==> src/rtl/instr_fetch_unit_if.sv <==
// Instruction-memory request/acknowledge bus between the fetch unit (master)
// and the instruction memory (slave).
interface instr_fetch_unit_if;
  logic        imem_req;
  logic [31:0] imem_addr;
  logic [31:0] imem_rdata;
  logic        imem_ack;

  modport master (
    output imem_req,
    output imem_addr,
    input  imem_rdata,
    input  imem_ack
  );

  modport slave (
    input  imem_req,
    input  imem_addr,
    output imem_rdata,
    output imem_ack
  );
endinterface

==> src/rtl/instr_fetch_unit.sv <==
// Multi-cycle instruction fetch/sequencer: fetches one word per instruction,
// holds it in the instruction register and computes the next PC on retire.
module instr_fetch_unit #(
  parameter logic [31:0] RESET_PC    = 32'h0000_0000,
  parameter int unsigned ACK_TIMEOUT = 16
) (
  input  logic               clk,
  input  logic               nrst,
  instr_fetch_unit_if.master imem,
  output logic [31:0]        instr_o,
  output logic [5:0]         opcode_o,
  output logic               instr_valid_o,
  output logic [31:0]        pc_o,
  output logic [31:0]        pc_plus4_o,
  input  logic               retire_i,
  input  logic               branch_i,
  input  logic               mux_branch_jump_i,
  input  logic               mux_pc_branch_i,
  input  logic               alu_zero_i,
  output logic [31:0]        retired_cnt_o,
  output logic               fetch_err_o
);

  localparam logic [31:0] RESET_PC_AL  = {RESET_PC[31:2], 2'b00};
  localparam logic [31:0] TIMEOUT_LAST = 32'(ACK_TIMEOUT - 32'd1);
  localparam bit          TIMEOUT_EN   = (ACK_TIMEOUT != 32'd0);

  typedef enum logic [1:0] {
    START = 2'd0,
    FETCH = 2'd1,
    ISSUE = 2'd2,
    ERR   = 2'd3
  } state_e;

  state_e      state_q;
  logic [31:0] pc_q;
  logic [31:0] pc_plus4_q;
  logic [31:0] instr_q;
  logic [31:0] retired_cnt_q;
  logic [31:0] wait_cnt_q;
  logic        req_q;
  logic        valid_q;
  logic        err_q;
  logic [31:0] br_target_d;
  logic [31:0] next_pc_d;

  // Next-PC selection; jump has priority over both branch flavours.
  always_comb begin
    br_target_d = pc_plus4_q + {{14{instr_q[15]}}, instr_q[15:0], 2'b00};
    if (!mux_pc_branch_i && !mux_branch_jump_i) begin
      next_pc_d = {pc_plus4_q[31:28], instr_q[25:0], 2'b00};
    end else if (branch_i && alu_zero_i) begin
      next_pc_d = br_target_d;
    end else if (mux_pc_branch_i && !mux_branch_jump_i && !alu_zero_i) begin
      next_pc_d = br_target_d;
    end else begin
      next_pc_d = pc_plus4_q;
    end
  end

  always_ff @(posedge clk) begin
    if (!nrst) begin
      state_q       <= START;
      pc_q          <= RESET_PC_AL;
      pc_plus4_q    <= RESET_PC_AL + 32'd4;
      instr_q       <= 32'd0;
      retired_cnt_q <= 32'd0;
      wait_cnt_q    <= 32'd0;
      req_q         <= 1'b0;
      valid_q       <= 1'b0;
      err_q         <= 1'b0;
    end else begin
      case (state_q)
        START: begin
          state_q <= FETCH;
          req_q   <= 1'b1;
        end
        FETCH: begin
          if (imem.imem_ack) begin
            instr_q    <= imem.imem_rdata;
            wait_cnt_q <= 32'd0;
            req_q      <= 1'b0;
            valid_q    <= 1'b1;
            state_q    <= ISSUE;
          end else begin
            wait_cnt_q <= wait_cnt_q + 32'd1;
            if (TIMEOUT_EN && (wait_cnt_q == TIMEOUT_LAST)) begin
              req_q   <= 1'b0;
              err_q   <= 1'b1;
              state_q <= ERR;
            end else begin
              state_q <= FETCH;
            end
          end
        end
        ISSUE: begin
          if (retire_i) begin
            pc_q          <= next_pc_d;
            pc_plus4_q    <= next_pc_d + 32'd4;
            retired_cnt_q <= retired_cnt_q + 32'd1;
            valid_q       <= 1'b0;
            req_q         <= 1'b1;
            state_q       <= FETCH;
          end else begin
            state_q <= ISSUE;
          end
        end
        ERR: begin
          // Terminal until reset; PC and instruction register stay frozen.
          req_q   <= 1'b0;
          valid_q <= 1'b0;
          err_q   <= 1'b1;
          state_q <= ERR;
        end
        default: begin
          req_q   <= 1'b0;
          valid_q <= 1'b0;
          state_q <= START;
        end
      endcase
    end
  end

  assign imem.imem_req  = req_q;
  assign imem.imem_addr = pc_q;
  assign instr_o        = instr_q;
  assign opcode_o       = instr_q[31:26];
  assign instr_valid_o  = valid_q;
  assign pc_o           = pc_q;
  assign pc_plus4_o     = pc_plus4_q;
  assign retired_cnt_o  = retired_cnt_q;
  assign fetch_err_o    = err_q;

endmodule

==> src/flat_wrapper.sv <==
// flat-port wrapper written by rule: the top's interface ports become plain ports
module instr_fetch_unit_flat 
#(
  parameter logic [31:0] RESET_PC    = 32'h0000_0000,
  parameter int unsigned ACK_TIMEOUT = 16
)
  (clk, nrst, instr_o, opcode_o, instr_valid_o, pc_o, pc_plus4_o, retire_i, branch_i, mux_branch_jump_i, mux_pc_branch_i, alu_zero_i, retired_cnt_o, fetch_err_o, imem_imem_req, imem_imem_addr, imem_imem_rdata, imem_imem_ack);
  instr_fetch_unit_if imem_i ();
  input  logic clk;
  input  logic nrst;
  output logic [31:0] instr_o;
  output logic [5:0] opcode_o;
  output logic instr_valid_o;
  output logic [31:0] pc_o;
  output logic [31:0] pc_plus4_o;
  input  logic retire_i;
  input  logic branch_i;
  input  logic mux_branch_jump_i;
  input  logic mux_pc_branch_i;
  input  logic alu_zero_i;
  output logic [31:0] retired_cnt_o;
  output logic fetch_err_o;
  output wire logic [$bits(imem_i.imem_req)-1:0] imem_imem_req;
  output wire logic [$bits(imem_i.imem_addr)-1:0] imem_imem_addr;
  input wire logic [$bits(imem_i.imem_rdata)-1:0] imem_imem_rdata;
  input wire logic [$bits(imem_i.imem_ack)-1:0] imem_imem_ack;
  assign imem_imem_req = imem_i.imem_req;
  assign imem_imem_addr = imem_i.imem_addr;
  assign imem_i.imem_rdata = imem_imem_rdata;
  assign imem_i.imem_ack = imem_imem_ack;
  instr_fetch_unit #(.RESET_PC(RESET_PC), .ACK_TIMEOUT(ACK_TIMEOUT)) u_core (.clk(clk), .nrst(nrst), .imem(imem_i), .instr_o(instr_o), .opcode_o(opcode_o), .instr_valid_o(instr_valid_o), .pc_o(pc_o), .pc_plus4_o(pc_plus4_o), .retire_i(retire_i), .branch_i(branch_i), .mux_branch_jump_i(mux_branch_jump_i), .mux_pc_branch_i(mux_pc_branch_i), .alu_zero_i(alu_zero_i), .retired_cnt_o(retired_cnt_o), .fetch_err_o(fetch_err_o));
endmodule
==> config.mk <==
export PLATFORM = sky130hd
export DESIGN_NAME = instr_fetch_unit_flat
export DESIGN_NICKNAME = d
export VERILOG_FILES = /design/src/rtl/instr_fetch_unit_if.sv /design/src/rtl/instr_fetch_unit.sv /design/src/flat_wrapper.sv
export SDC_FILE = /design/constraint.sdc
export NUM_CORES = 1
export LEC_CHECK = 0
export CAP_MARGIN = 20
export CORE_MARGIN = 2
export CORE_UTILIZATION = 55
export CTS_CLUSTER_DIAMETER = 150
export DETAILED_ROUTE_END_ITERATION = 7
export GPL_TIMING_DRIVEN = 0
export PLACE_DENSITY_LB_ADDON = 0.25
export SYNTH_ARGS = -nofsm -noshare
export SYNTH_HDL_FRONTEND = slang
export SYNTH_SLANG_ARGS = --single-unit
==> constraint.sdc <==
create_clock -name clk -period 9.7 [get_ports clk]
set_input_delay 0.97 -clock clk [delete_from_list [all_inputs] [get_ports clk]]
set_output_delay 0.97 -clock clk [all_outputs]
set_load 0.02 [all_outputs]
==> qor.txt, run 1 <==
Global-route total usage across every layer: 30.9%
Simple-gate area share of the yosys netlist: 27.2%
Unrepaired setup endpoints after global routing: no
Die outline area: 18400 um^2
Library cell contributing the largest single delay on the critical path: dfxtp_1
Buffer count from post-CTS setup fixing: 0
F_max: 226 MHz
Hold slack: 0.459 ns
Worst-case setup slack after placement: 5.03 ns
Power per cell area: 130 nW/um^2
Post-synthesis async set-or-reset flop share: 0%
Mux contribution to synthesized area: 0.644%
Worst EP arrival: 4.75 ns
Peak per-stage delay on the critical path: 0.90 ns
Number of buffer cells added on primary ports: 202
Total number of yosys warnings: 0
Largest family of logic cells by synthesized area: simple AND/OR/NAND/NOR gates
H-tree levels: 4
Leakage power total: 4.52 nW
Area share of the leading cell type in the synthesized netlist: 33.8%
Cell with the most instances after synthesis: nand2_1
Vias in the first global route: 8869
Kind of end point of the critical path: register
Distinct cell type count after synthesis: 78
TritonCTS sink count: 161
Num ports: 209
Total wirelength of the detailed-routed design: 28900 um
Post-cts repair resize count: 0
Actual slew at the worst max-slew pin: 0.883 ns
Register bit total from synthesis: 161
Die X: 136 um
Area share of xor/xnor cells in the synthesized design: 8.55%
Critical-path maximum fanout: 19
Maximum vdd drop: 0.000140 V
Total count of max-transition violations in the final report: 0
Number of cells after detailed placement: 1674
Total gr overflow: 0
Routed via count divided by cell count: 5.72
Synthesized area per cell: 7.67 um^2
Final total negative setup slack: 0 ns
Number of cells produced by synthesis: 1242
Share of final-layout standard cells stronger than drive strength 1: 8.37%
Number of standard cells in the layout, taps in and fillers out: 1706
Number of design rule violations left after detail routing: 0
Top cells by area, synth: dfxtp_1 (34%), nand2_1 (7.8%), a21oi_1 (6.5%)
Cell-by-cell listing of the critical path: ha_1 -> clkbuf_1 -> a21o_1 -> o21bai_1 -> a211oi_1 -> o211ai_1 -> o21ai_0 -> xor2_1 -> o21ai_0 -> nand4_1 -> or2_0 -> a2111oi_1 -> o211ai_1
Diode insertion count for antenna repair: 0
Average wire per cell in the routed design: 16.9 um
Type of the most critical hold path: reg2reg
Final critical delay including setup and external delays: 4.43 ns
Max-cap violations: 0
Clock root cell: clkbuf_16
Final #Nets: 1541
Number of placement rows: 48
TritonCTS buffer count: 17
Die Height: 136 um
Run status: complete, no violations
Worst setup margin: 5.27 ns
Ratio of final minimum period to clock period: 45.7%
TritonCTS clock tree: yes
Slew margin rel.: 41.1%
Drt first-iter violations: 716
Compound-gate portion of the synthesized area: 18.8%
Total power: 1.62 mW
Seq/Total Area, Yosys: 33.8%
Core region area: 17100 um^2
Leading area contributor after synthesis: dfxtp_1
Kind of cell adding the most delay to the critical path: compound AO/OA/AOI/OAI gates
Leading register cell type out of synthesis: dfxtp_1
Total via count after detailed routing: 9756
Area share of fa/ha/maj cells after synthesis: 4.41%
Placer Congestion: 0.957
Area added between synthesis and finish: 30.5%
Worst skew pair latency: 0.45 ns
Antenna violations before repair: 0
Worst Clk Skew: 0.00966 ns
Post-CTS clock slew at the launch and capture registers of the worst setup and hold paths: 0.08 ns
Initial cell density of the core: 55.6%
Pin count of the biggest net entering global routing: 20
Hold buffer count at cts: 0
Number of enable-type register cells in the synthesized netlist: 0
Classification of the worst setup path: reg2reg
Final Hold Viols: 0
First drt pass iteration count: 7
DPL Wire Length: 22100 um
Post-synth top cells: nand2_1 (199), dfxtp_1 (161), nor2_1 (150)
Data required time at the worst endpoint: 10.01 ns
Total standard cell area after synthesis: 9520 um^2
Critical path startpoint category: register
Largest buffer count on any clock path: 2
Buffers plus inverters on the worst setup path: 1
Wire length of the first global-routing pass: 44900 um
Total setup violations reported at the end of the flow: 0
Antenna-violating nets left: 0
-- area by class of cell --
type / count / area, um^2
Tap cell: 225 / 282
Buffer: 106 / 584
Sequential cell: 161 / 3220
Inverter: 9 / 33.8
Clock buffer: 17 / 425
Clock inverter: 15 / 159
Timing Repair Buffer: 202 / 2020
Multi-Input combinational cell: 971 / 5700
Fill cell: 1417 / 4690
-- report_power, final --
part	switching [mW]	leakage (nW)	internal, mW	total (mW)
sequential	0.0213	1.30	0.676	0.697
clock	0.322	0.280	0.345	0.667
combinational	0.151	2.93	0.101	0.252
-- path summary, 6_finish.rpt --
check | slack, ns | depth (start not counted) | startpoint | endpoint
setup / recovery | 5.27 | 13 | u_core.instr_o[15] | u_core.pc_plus4_o[31]
setup reg to reg | 5.27 | 13 | u_core.instr_o[15] | u_core.pc_plus4_o[31]
hold / removal | 0.46 | 2 | u_core.instr_valid_o | u_core.instr_valid_o
hold reg to reg | 0.46 | 2 | u_core.instr_valid_o | u_core.instr_valid_o
-- state kept, by name, summed over array words and instances (netlist names) --
signal                 count
u_core.fetch_err_o         1
u_core.pc_plus4_o         30
u_core.state_q             2
u_core.wait_cnt_q         32
u_core.instr_o            32
u_core.imem.imem_req       1
u_core.instr_valid_o       1
u_core.imem.imem_addr     30
u_core.retired_cnt_o      32
-- through the flow --
step | instance area (um^2) | util [%]
detailed placement | 11800 | 69.2
CTS | 12400 | 72.6
floorplan | 9540 | -
finish | 12400 | 72.6
global route | 12400 | 72.6
global placement | 11800 | 69.2
-- worst reg2reg max path: cells and delay by family, from the launching register on --
| family | cells | cell delay [ns] |
|---|---|---|
| and+or+nand+nor | 2 | 0.64 |
| adders and majority gates | 1 | 0.36 |
| buffers and inverters | 1 | 0.17 |
| xor gates and xnor gates | 1 | 0.13 |
| DFF | 1 | 0.90 |
| AOI/OAI and AO/OA | 8 | 2.10 |
-- cells by family after synthesis --
logic type                 after synthesis
and+or+nand+nor                        547
AOI/OAI and AO/OA                      286
DFF                                    161
buffers and inverters                  115
xor gates and xnor gates                93
adders and majority gates               33
muxes                                    6
other                                    1
-- routing by layer --
metal	part of all wire (%)	wire [um]	vias to the layer above	global-route usage (%)
met5	0	0	-	0
met4	3.9	1120	0	14.6
met3	6.1	1780	79	6.40
met2	49	14300	362	53.4
met1	41	11700	4556	36.7
li1	-	-	4759	-
-- placed cells by master, fill, tap and decap left out, drive strengths merged, types with 4 or more instances in the layout --
master	n
a211oi	30
a21o	7
a21oi	130
a31oi	9
and2	10
and3	16
and4	4
buf	59
clkbuf	64
clkdlybuf4s50	202
clkinv	4
conb	6
dfxtp	161
ha	32
inv	18
mux2i	5
nand2	201
nand2b	10
nand3	34
nand3b	4
nand4	32
nor2	150
nor2b	6
nor3	31
nor4	11
o211ai	9
o21a	9
o21ai	61
or2	5
or3	23
xnor2	33
xor2	60
No activity file was read; power rests on OpenSTA's default activity.
==> run 2, diff against run 1 <==
Settings changed: CORE_UTILIZATION 55 to 52.
Clock period 9.7 ns to 4.5 ns, I/O delays scaled along.
==> run 2 against run 1 <==
Compared with the run above: core utilization fell by 3.3 points; via count rose by 0.55%; maximum frequency rose by 8.7%; critical path depth did not move; non-clock buffer count did not move; cell count rose by 0.23%; wire length rose by 0.49%; combinational power rose by 110%; worst hold slack improved by 0.0015 ns; sequential share of layout area barely moved; critical path type unchanged.
==> qor.txt, run 2 (synthesized netlist as in run 1, its figures left out) <==
Maximum vdd drop: 0.000289 V (+110%)
Hold slack: 0.460 ns (+0.00146 ns)
Total count of max-transition violations in the final report: 0 (unchanged)
Leakage power total: 4.52 nW (about the same)
Area added between synthesis and finish: 30.7%
Num ports: 209 (unchanged)
Classification of the worst setup path: reg2reg
Actual slew at the worst max-slew pin: 0.864 ns (-0.0190 ns)
Final cell utilization of the core: 69.3% (-3.3 points)
Wire length of the first global-routing pass: 46400 um (+3.4%)
Power per cell area: 281 nW/um^2 (+120%)
Kind of cell adding the most delay to the critical path: compound AO/OA/AOI/OAI gates
Filler cell count in the final layout: 1557 (+9.9%)
Global routing usage on met1: 35.3% (-1.4 points)
Final Hold Viols: 0 (unchanged)
Max-cap violations: 0 (unchanged)
TritonCTS buffer count: 17 (unchanged)
Ratio of final minimum period to clock period: 90.7% (+45 points)
Start point of the critical path: u_core.instr_o[0]
Final total negative setup slack: 0 ns (unchanged)
Routed via count divided by cell count: 5.74 (+0.32%)
F_max: 245 MHz (+8.7%)
Data required time at the worst endpoint: 4.80 ns (-5.21 ns)
Slew margin rel.: 42.4% (+1.3 points)
Vias in the first global route: 9197 (+3.7%)
Die Height: 139 um (+2.8%)
Most frequent standard cell in the layout excluding fill and tap cells: clkdlybuf4s50_1
Total gr overflow: 0 (unchanged)
Kind of end point of the critical path: register
Run status: complete, no violations
TritonCTS sink count: 161 (unchanged)
Global-route total usage across every layer: 29.3% (-1.6 points)
Part of the total power dissipated in combinational logic: 15.5% (about the same)
Core region area: 18000 um^2 (+4.9%)
Worst-case reg-to-reg path depth: 13 (unchanged)
Buffer count from post-CTS setup fixing: 0 (unchanged)
Placer Congestion: 0.986 (+3.0%)
Buffers plus inverters on the worst setup path: 0 (-1)
Number of instances on the worst hold path: 2 (unchanged)
Library cell contributing the largest single delay on the critical path: nor4_1
Final critical delay including setup and external delays: 4.08 ns (-0.354 ns)
H-tree levels: 4 (unchanged)
Clock power frac: 41.4% (about the same)
Drt first-iter violations: 726 (+1.4%)
Unrepaired setup endpoints after global routing: no
Cell-by-cell listing of the critical path: ha_1 -> fa_1 -> a21oi_2 -> o21ai_0 -> a21oi_1 -> xor2_1 -> o211ai_1 -> o2111ai_1 -> nor4_1 -> nand4_2 -> or2_0 -> a2111oi_1 -> o211ai_1
Total via count after detailed routing: 9810 (+0.55%)
Post-layout instance area: 12400 um^2 (+0.11%)
Placed instance area: 11900 um^2 (about the same)
Fraction of power consumed by sequential logic: 43.1% (about the same)
Total wirelength of the detailed-routed design: 29100 um (+0.49%)
CP Depth: 13 (unchanged)
Critical-path maximum fanout: 7 (-12)
Post-CTS clock slew at the launch and capture registers of the worst setup and hold paths: 0.07 ns (about the same)
Worst EP arrival: 4.38 ns (-0.37 ns)
Hold buffer count at cts: 0 (unchanged)
Final #Nets: 1541 (unchanged)
Antenna-violating nets left: 0 (unchanged)
Clock root cell: clkbuf_16
Global routing usage on met2: 50.4% (-3.0 points)
Met3 demand-to-capacity share in global routing: 6.09% (-0.31 points)
Number of standard cells in the layout, taps in and fillers out: 1710 (+0.23%)
Total setup violations reported at the end of the flow: 0 (unchanged)
Die X: 139 um (+2.8%)
Number of buffer cells added on primary ports: 202 (unchanged)
Internal portion of total power: 2.42 mW (+120%)
Number of design rule violations left after detail routing: 0 (unchanged)
Sw Pwr: 1.07 mW (+120%)
DPL Wire Length: 22300 um (+1.2%)
Top cell by count, worst path: o211ai_1
Critical register-to-register path startpoint: u_core.instr_o[0]
Antenna violations before repair: 0 (unchanged)
Pin count of the biggest net entering global routing: 20 (unchanged)
Largest buffer count on any clock path: 2 (unchanged)
Highest-count cells in the layout ignoring fill and taps: clkdlybuf4s50_1 (202), nand2_1 (199), dfxtp_1 (160), nor2_1 (150), a21oi_1 (124)
Die outline area: 19400 um^2 (+5.6%)
Min-delay src: u_core.fetch_err_o
Diode insertion count for antenna repair: 0 (unchanged)
Average wire per cell in the routed design: 17.0 um (+0.26%)
Critical path startpoint category: register
Worst Clk Skew: 0.0195 ns (+0.00987 ns)
Number of placement rows: 49 (+2.1%)
Busiest grt layer: met2
First drt pass iteration count: 6 (-1)
Worst skew pair latency: 0.45 ns (about the same)
Share of final-layout standard cells stronger than drive strength 1: 8.44% (+0.068 points)
Switching share of power: 30.7% (+0.12 points)
Peak per-stage delay on the critical path: 0.46 ns (-0.44 ns)
Number of cells after detailed placement: 1678 (+0.24%)
Initial cell density of the core: 53.0% (-2.6 points)
TritonCTS clock tree: yes
Type of the most critical hold path: reg2reg
-- run 2: worst paths after layout --
check / endpoint / slack, ns
max reg2reg: u_core.pc_plus4_o[31] / 0.42
max: u_core.pc_plus4_o[31] / 0.42
min: u_core.fetch_err_o / 0.46
min reg2reg: u_core.fetch_err_o / 0.46
-- run 2: worst reg2reg max path, stage by stage (launching register included) --
cell,delay [ns]
dfxtp_1,0.35
ha_1,0.25
fa_1,0.42
a21oi_2,0.30
o21ai_0,0.14
a21oi_1,0.31
xor2_1,0.14
o211ai_1,0.21
o2111ai_1,0.40
nor4_1,0.46
nand4_2,0.22
or2_0,0.25
a2111oi_1,0.35
o211ai_1,0.15
-- run 2: layout make-up --
class                           instances  area [um^2]  share of cell area (%)
Inverter                                9         33.8                   0.271
Clock inverter                         15          166                    1.34
Buffer                                106          584                    4.70
Timing Repair Buffer                  202         2020                    16.2
Sequential cell                       161         3220                    25.9
Multi-Input combinational cell        971         5700                    45.8
Tap cell                              229          287                    2.30
Clock buffer                           17          425                    3.42
-- run 2: power groups by stage --
| stage | logic [mW] | registers [mW] | clock network, mW |
|---|---|---|---|
| after floorplan | 0.299 | 1.56 | 0 |
| after global placement | 0.524 | 1.54 | 0 |
| after detailed placement | 0.533 | 1.54 | 0 |
| after CTS | 0.536 | 1.50 | 1.45 |
| after global routing | 0.588 | 1.51 | 1.52 |
| final | 0.541 | 1.51 | 1.45 |
-- run 2: layer usage --
metal / wire length, um / vias up
met5: 0 / -
met4: 1220 / 0
met3: 1950 / 101
met2: 13900 / 396
met1: 12000 / 4567
li1: - / 4746
-- run 2: repair_timing --
item / CTS / global route
setup endpoints to repair: 0 / 2
resized for setup: 0 / 1
hold endpoints to repair: 0 / 0
-- run 2: stage by stage --
step | power (mW) | worst slack (ns)
after floorplan | 1.85 | 0.821
after global placement | 2.06 | 0.267
after detailed placement | 2.07 | 0.235
after CTS | 3.49 | 0.176
after global routing | 3.61 | 0.125
final | 3.49 | 0.420
==> run 3, diff against run 2 <==
Settings changed: CORE_UTILIZATION 52 to 35.
==> run 3 against run 2 <==
Compared with the run above: register-to-register slack got worse by 0.28 ns; cell count rose by 6.5%; clock power about the same; non-clock buffer count is the same; clock skew down 0.0094 ns; wire length is 8.6% higher; via count decreased by 2.2%; maximum frequency shrank 6.4%; sequential power about the same; global-route usage is 7.6 points lower.
==> qor.txt, run 3 (synthesized netlist as in run 1, its figures left out) <==
Switching share of power: 30.5% (-0.24 points)
Global-route total usage across every layer: 21.6% (-7.6 points)
TritonCTS clock tree: yes
Filler cell count in the final layout: 2688 (+73%)
Hold buffer count at cts: 0 (unchanged)
CP Depth: 13 (unchanged)
Slack of the worst reg-to-reg path: 0.14 ns (-0.28 ns)
Share of final-layout standard cells stronger than drive strength 1: 8.44% (unchanged)
H-tree levels: 4 (unchanged)
TritonCTS sink count: 161 (unchanged)
Total count of max-transition violations in the final report: 0 (unchanged)
TritonCTS buffer count: 17 (unchanged)
Worst-case reg-to-reg path depth: 13 (unchanged)
Drt first-iter violations: 783 (+7.9%)
Final total negative setup slack: 0 ns (unchanged)
Peak per-stage delay on the critical path: 0.60 ns (+0.14 ns)
Wire length of the first global-routing pass: 48500 um (+4.5%)
Total wirelength of the detailed-routed design: 31600 um (+8.6%)
Type of the most critical hold path: reg2reg
Critical register-to-register path startpoint: u_core.instr_o[15]
Data required time at the worst endpoint: 4.79 ns (about the same)
Ratio of final minimum period to clock period: 96.8% (+6.2 points)
Part of the total power dissipated in combinational logic: 15.8% (+0.3 points)
Area of the multi-input gates: 5700 um^2 (unchanged)
Hold slack: 0.458 ns (-0.00293 ns)
Classification of the worst setup path: reg2reg
Final Hold Viols: 0 (unchanged)
Actual slew at the worst max-slew pin: 0.932 ns (+0.0686 ns)
Internal portion of total power: 2.43 mW (+0.41%)
Critical path startpoint category: register
Endpoint of the worst setup timing path: u_core.pc_plus4_o[31]
Total power: 3.49 mW (about the same)
Buffers plus inverters on the worst setup path: 1 (+1)
Num ports: 209 (unchanged)
Sw Pwr: 1.06 mW (-0.70%)
Area added between synthesis and finish: 32.0%
Slew margin rel.: 37.8% (-4.6 points)
Worst-case setup slack after placement: 0.0938 ns (-0.141 ns)
Initial cell density of the core: 35.5% (-17 points)
Start point of the critical path: u_core.instr_o[15]
Fraction of power consumed by sequential logic: 43.1% (about the same)
Antenna violations before repair: 0 (unchanged)
Reg-to-reg critical path endpoint: u_core.pc_plus4_o[31]
F_max: 230 MHz (-6.4%)
Total via count after detailed routing: 9595 (-2.2%)
Total gr overflow: 0 (unchanged)
Routed via count divided by cell count: 5.27 (-8.2%)
Diode insertion count for antenna repair: 0 (unchanged)
Run status: complete, no violations
Highest-count cells in the layout ignoring fill and taps: clkdlybuf4s50_1 (202), nand2_1 (199), dfxtp_1 (160), nor2_1 (150), a21oi_1 (124)
Most frequent standard cell in the layout excluding fill and tap cells: clkdlybuf4s50_1
Kind of end point of the critical path: register
Clock root cell: clkbuf_16
Power per cell area: 278 nW/um^2 (-0.93%)
Sequential standard cell area: 3220 um^2 (unchanged)
Kind of cell adding the most delay to the critical path: compound AO/OA/AOI/OAI gates
Largest buffer count on any clock path: 2 (unchanged)
Post-CTS clock slew at the launch and capture registers of the worst setup and hold paths: 0.07 ns (about the same)
Antenna-violating nets left: 0 (unchanged)
Number of design rule violations left after detail routing: 0 (unchanged)
Cell-by-cell listing of the critical path: ha_1 -> clkbuf_1 -> a21o_1 -> o21bai_1 -> a211oi_1 -> o211ai_1 -> o21ai_0 -> xor2_1 -> o21ai_0 -> nand4_1 -> or2_0 -> a2111oi_1 -> o211ai_1
Vias in the first global route: 8785 (-4.5%)
Worst Clk Skew: 0.0102 ns (-0.00936 ns)
Worst setup margin: 0.143 ns (-0.277 ns)
Total setup violations reported at the end of the flow: 0 (unchanged)
DPL Wire Length: 24800 um (+11%)
Number of placement rows: 60 (+22%)
Placer Congestion: 0.906 (-8.1%)
Library cell contributing the largest single delay on the critical path: dfxtp_2
Clock power frac: 41.1% (-0.3 points)
Die X: 169 um (+21%)
Critical-path maximum fanout: 19 (+12)
First drt pass iteration count: 8 (+2)
Core region area: 26800 um^2 (+49%)
Max-cap violations: 0 (unchanged)
Unrepaired setup endpoints after global routing: no
Pin count of the biggest net entering global routing: 20 (unchanged)
Die outline area: 28500 um^2 (+47%)
Number of buffer cells added on primary ports: 202 (unchanged)
Average wire per cell in the routed design: 17.3 um (+1.9%)
Worst skew pair latency: 0.44 ns (about the same)
Worst EP arrival: 4.65 ns (+0.27 ns)
Leakage power total: 4.52 nW (about the same)
Final critical delay including setup and external delays: 4.36 ns (+0.277 ns)
Final #Nets: 1541 (unchanged)
Maximum vdd drop: 0.000220 V (-24%)
Die Height: 169 um (+21%)
-- run 3: changes by cell type in the layout (fill, tap and decap cells not counted), sizes merged --
cell    previous run  this run
clkinv             6         1
inv               16        20
clkbuf            64        65
-- run 3: through the flow --
step                      instances  instance area, um^2  util [%]
after floorplan                1247                 9540         -
after global placement         1790                12000      44.7
after detailed placement       1790                12000      44.7
after CTS                      1822                12600      46.9
after global routing           1822                12600      46.9
final                          1822                12600      46.9
-- run 3: final cells by class --
class                           count  share of cell area [%]
Multi-Input combinational cell    971                    45.4
Clock buffer                       18                    3.49
Clock inverter                     14                    1.09
Inverter                            9                   0.269
Sequential cell                   161                    25.7
Tap cell                          341                    3.39
Timing Repair Buffer              202                    16.1
Buffer                            106                    4.65
-- run 3: worst min path at each step --
stage | start | to | cells after the start
2_1_floorplan | u_core.wait_cnt_q[1] | u_core.wait_cnt_q[1] | 2
3_3_place_gp | u_core.fetch_err_o | u_core.fetch_err_o | 2
3_5_place_dp | u_core.fetch_err_o | u_core.fetch_err_o | 2
4_1_cts | u_core.fetch_err_o | u_core.fetch_err_o | 2
5_1_grt | u_core.imem.imem_req | u_core.imem.imem_req | 2
6_report | u_core.imem.imem_req | u_core.imem.imem_req | 2
-- run 3: tightest hold or removal path, stage by stage (launching register included) --
cell and delay [ns]:
dfxtp_1 0.31, nand2_1 0.05, a21oi_1 0.05
-- run 3: metal layers --
layer  wire length (um)  global-route usage [%]  vias up
met4                599                    6.75        0
met1              13700                    28.2     4503
met2              15200                    36.7      298
li1                   -                       -     4758
met3               2040                    3.44       36
met5                  0                       0        -
-- run 3: what timing repair did --
item	in CTS	in global routing
buffers inserted	0	0
resized for setup	0	1
setup endpoints to repair	0	2
-- run 3: power by group through the flow --
| stage | logic [mW] | clock network [mW] | registers, mW |
|---|---|---|---|
| after global placement | 0.541 | 0 | 1.54 |
| after CTS | 0.549 | 1.46 | 1.50 |
| after detailed placement | 0.546 | 0 | 1.54 |
| after global routing | 0.598 | 1.52 | 1.51 |
| after floorplan | 0.299 | 0 | 1.56 |
| final | 0.552 | 1.44 | 1.50 |
